File: src/rtl/cordic_sched_pkg.sv
// cordic_sched_pkg: state encoding and default sizes for the CORDIC job scheduler
package cordic_sched_pkg;
  localparam int WIDTH_D  = 16;
  localparam int N_ITER_D = 16;
  localparam int IDX_W_D  = 4;
  typedef enum logic [1:0] {
    IDLE = 2'd0,
    LOAD = 2'd1,
    ITER = 2'd2,
    DONE = 2'd3
  } state_t;
endpackage

File: src/rtl/cordic_rr_arb2.sv
// cordic_rr_arb2: two-way round-robin arbiter; pointer remembers the last granted requester
module cordic_rr_arb2 (
  input  logic clk,
  input  logic reset,
  input  logic i_req0,
  input  logic i_req1,
  input  logic i_accept,
  output logic o_valid,
  output logic o_win
);
  logic r_ptr;
  assign o_valid = i_req0 | i_req1;
  assign o_win   = (i_req0 & i_req1) ? ~r_ptr : i_req1;
  // pointer starts at 1 so requester 0 wins the first contested round
  always_ff @(posedge clk or posedge reset)
    if (reset) r_ptr <= 1'b1;
    else if (i_accept & o_valid) r_ptr <= o_win;
endmodule

File: src/rtl/cordic_sched.sv
// cordic_sched: round-robin job scheduler and iteration sequencer for the CORDIC datapath
// Optional: CORDIC_SCHED_BACK2BACK_EN lets a finished job hand over straight to the next LOAD.
module cordic_sched
  import cordic_sched_pkg::*;
#(
  parameter int WIDTH  = WIDTH_D,
  parameter int N_ITER = N_ITER_D,
  parameter int IDX_W  = IDX_W_D
) (
  input  logic             clk,
  input  logic             reset,
  input  logic             req0,
  input  logic [WIDTH-1:0] z0_a,
  input  logic             req1,
  input  logic [WIDTH-1:0] z0_b,
  output logic             gnt0,
  output logic             gnt1,
  output logic             dp_load,
  output logic [WIDTH-1:0] dp_z0,
  output logic [IDX_W-1:0] dp_i,
  output logic             dp_stop,
  input  logic [WIDTH-1:0] dp_x,
  input  logic [WIDTH-1:0] dp_y,
  output logic             res_valid,
  input  logic             res_ready,
  output logic [WIDTH-1:0] res_x,
  output logic [WIDTH-1:0] res_y,
  output logic             res_id,
  output logic             busy
);
  localparam logic [IDX_W-1:0] LAST = IDX_W'(N_ITER - 1);
  state_t           r_state, w_next;
  logic             r_gnt0, r_gnt1, r_id, r_res_id, r_valid;
  logic [WIDTH-1:0] r_z0, r_res_x, r_res_y;
  logic [IDX_W-1:0] r_i;
  logic             w_any, w_win, w_hs, w_accept;
  assign w_hs = (r_state == DONE) & r_valid & res_ready;
`ifdef CORDIC_SCHED_BACK2BACK_EN
  assign w_accept = w_any & ((r_state == IDLE) | w_hs);
`else
  assign w_accept = w_any & (r_state == IDLE);
`endif
  cordic_rr_arb2 u_arb (
    .clk     (clk),
    .reset   (reset),
    .i_req0  (req0),
    .i_req1  (req1),
    .i_accept(w_accept),
    .o_valid (w_any),
    .o_win   (w_win)
  );
  // state register
  always_ff @(posedge clk or posedge reset)
    if (reset) r_state <= IDLE;
    else r_state <= w_next;
  // next state and state-decoded datapath controls
  always_comb begin
    w_next  = r_state;
    dp_load = r_state == LOAD;
    dp_stop = (r_state == IDLE) | (r_state == DONE);
    busy    = r_state != IDLE;
    case (r_state)
      IDLE: w_next = w_any ? LOAD : IDLE;
      LOAD: w_next = ITER;
      ITER: w_next = (r_i == LAST) ? DONE : ITER;
      DONE: w_next = w_hs ? (w_accept ? LOAD : IDLE) : DONE;
    endcase
  end
  // grant pulse, job latch, iteration index and result holding registers
  always_ff @(posedge clk or posedge reset)
    if (reset) begin
      r_gnt0   <= 1'b0;
      r_gnt1   <= 1'b0;
      r_z0     <= '0;
      r_id     <= 1'b0;
      r_i      <= '0;
      r_valid  <= 1'b0;
      r_res_x  <= '0;
      r_res_y  <= '0;
      r_res_id <= 1'b0;
    end else begin
      r_gnt0 <= w_accept & ~w_win;
      r_gnt1 <= w_accept & w_win;
      if (w_accept) begin
        r_z0 <= w_win ? z0_b : z0_a;
        r_id <= w_win;
      end
      r_i <= (r_state == ITER && r_i != LAST) ? r_i + IDX_W'(1) : '0;
      if (r_state == DONE && !r_valid) begin
        r_res_x  <= dp_x;
        r_res_y  <= dp_y;
        r_res_id <= r_id;
        r_valid  <= 1'b1;
      end else if (w_hs) r_valid <= 1'b0;
    end
  assign gnt0      = r_gnt0;
  assign gnt1      = r_gnt1;
  assign dp_z0     = r_z0;
  assign dp_i      = r_i;
  assign res_valid = r_valid;
  assign res_x     = r_res_x;
  assign res_y     = r_res_y;
  assign res_id    = r_res_id;
endmodule

File: config.mk
export PLATFORM = sky130hd
export DESIGN_NAME = cordic_sched
export DESIGN_NICKNAME = d
export VERILOG_FILES = /design/src/rtl/cordic_sched_pkg.sv /design/src/rtl/cordic_rr_arb2.sv /design/src/rtl/cordic_sched.sv
export SDC_FILE = /design/constraint.sdc
export NUM_CORES = 1
export LEC_CHECK = 0
export ABC_AREA = 1
export BUFFER_PORTS_ARGS = -buffer_cell sky130_fd_sc_hd__clkbuf_2
export CAP_MARGIN = 40
export CORE_MARGIN = 2
export CORE_UTILIZATION = 41
export CTS_CLUSTER_SIZE = 25
export DETAILED_ROUTE_END_ITERATION = 12
export PLACE_DENSITY_LB_ADDON = 0.05
export SYNTH_ARGS = -nofsm -noshare
export SYNTH_HDL_FRONTEND = slang
export SYNTH_SLANG_ARGS = --single-unit
File: constraint.sdc
create_clock -name clk -period 1.85 [get_ports clk]
set_clock_uncertainty 0.1 [all_clocks]
set_input_delay 0.185 -clock clk [delete_from_list [all_inputs] [get_ports clk]]
set_output_delay 0.185 -clock clk [all_outputs]
set_load 0.02 [all_outputs]
# Word-level counts from Yosys, hierarchy flattened

Index checks and enable logic that the tools add are counted.

Register bits: 60
Input bits: 69
Output and inout port bits: 59
Logic and storage cells: 44

$add $sub $neg: 1
Equal/unequal tests: 5
Muxes and demuxes: 10
Bitwise gates (word level): 11
Reductions and logical operators: 6

Operators with widths:

| kind                                                                  | number |
|---|---|
| 16-bit two-way mux                                                    | 1 |
| 2-bit case mux with 4 select lines                                    | 1 |
| 1-bit AND                                                             | 7 |
| 1-bit two-way mux                                                     | 6 |
| 4-bit by 1-bit adder with 4-bit output, second input constant         | 1 |
| 2-bit equality test, second input constant                            | 2 |
| 4-bit equality test, second input constant                            | 1 |
| 4-bit two-way mux                                                     | 1 |
| 4-bit != test, second input constant                                  | 1 |
| 2-bit nonzero test                                                    | 2 |
| 2-bit by 1-bit equality test with 1-bit output, second input constant | 1 |
| 1-bit logical AND                                                     | 2 |
| 2-bit zero test                                                       | 1 |
| 2-bit two-way mux                                                     | 1 |
| 1-bit NOT                                                             | 2 |
| 1-bit bitwise OR                                                      | 2 |
| 1-bit zero test                                                       | 1 |

# Logic depth before layout (Yosys ltp)

Word-level depth: 5
Depth in mapped cells: 7
Gate-level depth less buffers: 6

# Cells and area by module

From an unflattened synthesis, not the netlist that was laid out.

Cell total of the unflattened synthesis: 287
Area, all modules: 2553.7 um^2

Modules (own cells, without submodules):

| module         | instances | cells an instance | area each (um^2) | seq. area each (um^2) |
|---|---|---|---|---|
| cordic_sched   | 1         | 278               | 2488.6           | 1476.4 |
| cordic_rr_arb2 | 1         | 9                 | 65.1             | 26.3 |

# Least setup slack after synthesis

OpenSTA, ideal clock, no wires.

Path kind: reg-to-reg
From: register r_state[1]
To: register r_z0[10] (netlist: dp_z0[10])
Setup time: 0.066 ns
Data arrival time: 1.299 ns
Setup slack: 0.385 ns
Stages on the path, launching flop included: 8
Path buffers: 1
Cells stage by stage: dfrtp_1 inv_1 ha_1 inv_2 nor2_4 buf_6 nand2_1 nand3_2

Cells in the longest elaborated chain, start to end: 2

RTL lines:

| element                | RTL line           | source |
|---|---|---|
| from (decl)            | cordic_sched.sv:32 | `state_t r_state, w_next;` |
| from (signal assigned) | cordic_sched.sv:55 | `else r_state <= w_next;` |
| 2-bit zero test        | cordic_sched.sv:41 | `assign w_accept = w_any & (r_state == IDLE);` |
| 1-bit AND              | cordic_sched.sv:41 |  |
| to (signal assigned)   | cordic_sched.sv:85 | `r_z0 <= w_win ? z0_b : z0_a;` |
| to (decl)              | cordic_sched.sv:34 | `logic [WIDTH-1:0] r_z0, r_res_x, r_res_y;` |

No other way between the ends.
A chain may end at the register's enable or synchronous reset.

# Worst setup path in the final report

From: register r_state[1]
To: output busy

Cells in the longest elaborated chain, start to end: 1

RTL lines:

| element            | RTL line           | source |
|---|---|---|
| 2-bit nonzero test | cordic_sched.sv:61 | `busy = r_state != IDLE;` |
| to (decl)          | cordic_sched.sv:29 | `output logic busy` |

No other way between the ends.

==> key figures <==
Status
  • Outcome: finished, final reports clean

Route
  • # DRC: 0
  • Post-DR vias/cell: 4.63
  • Top Metal Used: met4
  • Pre-Repair DR Iteration Count: 4
  • Vias: ~2600
  • Final WL: around 7.2 mm
  • Iter 0 DRT Violations: 107
  • Routed wl met2: approximately 3.6 mm
  • Wire length on met1: approximately 3.1 mm
  • Average wire per standard cell: between 10 and 15 um
  • Routed Antenna Nets: 0
  • Met3 wire length: between 400 and 500 um

GRT
  • First-pass GRT wire length: around 12 mm
  • Largest net degree at the start of global routing: approximately 60
  • Gr usage total: 0.213
  • Initial antenna violation count: 0
  • GR Overflow Total: 0
  • Vias in the first global route: around 2700

Timing
  • Endpoints failing setup: 0
  • Pins Over Slew Limit: 0
  • RSZ-0062 raised after global routing: false
  • Peak Freq: 596 MHz
  • Hold Vio Cnt, Final: 0
  • Relative slew slack: 0.732
  • Post-layout min period: 1.68 ns
  • Final period util: 0.907
  • Worst-Margin Slew: approximately 0.4 ns
  • TNS Setup: 0 ns

Power and ir drop
  • PD cells: about 1600 mW/mm^2
  • Leakage power: roughly 2.3 nW
  • Final Power: approximately 6.7 mW
  • Peak supply drop: ~1.1 mV

Place
  • Placed Area: 0.00331 mm^2
  • Port bufs: around 130
  • Placed cells: approximately 480
  • Dpl hpwl: about 4.3 mm
  • Global placement routability congestion: around 0.70

Setup path
  • Critical path type: flip-flop to output port
  • Crit path required time: 1.56 ns
  • Crit path cell chain: inv_1, ha_1, inv_2, clkbuf_2
  • Reg2reg path depth: 6
  • FF-to-FF Start: r_state[1]
  • Worst setup path startpoint: r_state[1]
  • Critical path endpoint category: output port
  • Worst-path fanout max: 5
  • Worst R2R End: dp_z0[10]
  • CP endpoint: busy
  • Critical path's largest stage delay: approximately 0.4 ns
  • Flop2flop setup slack: 0.22 ns
  • Slowest-stage cell, CP: dfrtp_1
  • Critical Path AT: about 1.4 ns
  • Startpoint Class: flip-flop

CTS
  • Worst-path clk slew: approximately 0.070 ns
  • Clock Tree Root: clkbuf_8
  • CTS H-tree lvls: 3
  • Post-CTS Setup Bufs: 0
  • TritonCTS Buffers: 9
  • Skew-Pair Late Insertion Delay: roughly 0.33 ns
  • Clock buffer depth: 2
  • # clock sinks: 60
  • CTS tree: done

Min path
  • Worst Hold Class: input port to flip-flop

Synth
  • Leading cell types by count after synthesis: nand2_1, dfrtp_1, nand3_1
  • Mapped Avg Cell Area: about 9.1 um^2
  • Sequential element share of the synthesized area: 0.578
  • Syn Inst Count: about 290
  • Leading area contributor after synthesis: dfrtp_1
  • Fraction of registers with async set/reset: 1.00
  • Post-synth EDFFs: 0
  • Yosys warning count: 0
  • FF+latch count, synth: 60
  • Synth top area cells: dfrtp_1, nand2_1, nand3_1, nand3_2, ha_1
  • Most frequent cell after synthesis: nand2_1
  • Syn nets: 361
  • Share of Yosys cell area claimed by the top area cell type: 0.568
  • Mapped Area: roughly 0.0026 mm^2
  • Main synth FF type: dfrtp_1
  • Yosys cell types: 24

Finish
  • Share of cells above drive strength 1: 0.344
  • Final Net Count: ~560
  • Post-Route Utilization: 0.667
  • Post-route insts no fill: 563
  • Final instance area: 0.00416 mm^2
  • Antenna cells: 0
  • Area Overhead vs Synth: 60.0%

Floorplanning
  • Die area: approximately 0.007 mm^2
  • Chip Height: about 84 um
  • Initial Util: 0.417
  • Floorplan core area: ~0.0062 mm^2
  • Row count: 29
  • # IOs: approximately 130
  • Die Span X: 83.7 um

Flow run
  • Max_cap viols: 0
[logic make-up after synthesis]
| logic type | after synthesis | share of synthesized area |
|---|---|---|
| buf+inv | 26 | 0.0515 |
| fa+ha+maj | 6 | 0.0289 |
| flops | 60 | 0.578 |
| simple gates | 187 | 0.328 |
| compound gates | 7 | 0.0144 |
[repair_timing]
item / in CTS / in global routing
gates resized for setup: 0 / 0
endpoints found under the hold margin: 107 / 0
endpoints found under the setup margin: 0 / 0
hold buffers: 65 / 0
[metal layers]
metal	up-vias	global-route usage
met1	1205	0.260
met5	-	0
met2	94	0.367
met4	0	0.0528
met3	6	0.0653
li1	1300	-
[layout make-up]
cell class	count	area, um^2
Clock inverter	6	63.8
Sequential cell	60	1500
Timing Repair Buffer	197	1350
Multi-Input combinational cell	200	965
Fill cell	532	2080
Tap cell	77	96.3
Inverter	13	48.8
Clock buffer	10	138
[worst max-delay path, delay by kind of cell, from the launching register on]
family | cells | cell delay, ns
flip-flops | 1 | 0.40
adder cells (fa/ha/maj) | 1 | 0.27
buffers and inverters | 3 | 0.39
[how the worst min path moves through the flow]
stage / from / end / slack (ns) / depth (start not counted)
detailed placement: reset / dp_z0[0] / 0.17 / 3
global route: req1 / gnt1 / 0.11 / 3
global placement: reset / dp_z0[0] / 0.18 / 3
CTS: res_ready / r_state[1] / 0.08 / 4
floorplan: z0_a[0] / dp_z0[0] / 0.20 / 2
finish: res_ready / res_valid / 0.09 / 4
[through the flow]
step | hold slack (ns) | worst slack [ns]
after floorplan | 0.205 | 0.0820
after global placement | 0.177 | 0.286
after detailed placement | 0.167 | 0.223
after CTS | 0.0761 | 0.149
after global routing | 0.110 | 0.0766
final | 0.0884 | 0.173
[cell usage in the layout (no fill, tap or decap), types with 6 or more instances in the layout]
master	synthesis	routed
clkbuf_2	0	127
clkbuf_8	0	10
dfrtp_1	59	59
dlygate4sd3_1	0	65
ha_1	6	6
inv_1	10	9
nand2_1	123	123
nand3_1	45	45
nand3_2	8	8
[sequential cells by signal (all words and copies together) (netlist names)]
name and count:
res_x 16, res_valid 1, gnt0 1, res_y 16
u_arb.r_ptr 1, res_id 1, gnt1 1, dp_i 4
dp_z0 16, r_state 2, r_id 1
[power by group]
part	leakage (nW)	internal [mW]	switching [mW]	total, mW
sequential	0.741	1.95	0.346	2.29
clock	0.0983	0.656	0.520	1.18
combinational	1.46	1.10	2.08	3.19
total	2.30	3.70	2.95	6.65
Note: power is estimated with default switching activity, not from simulation.
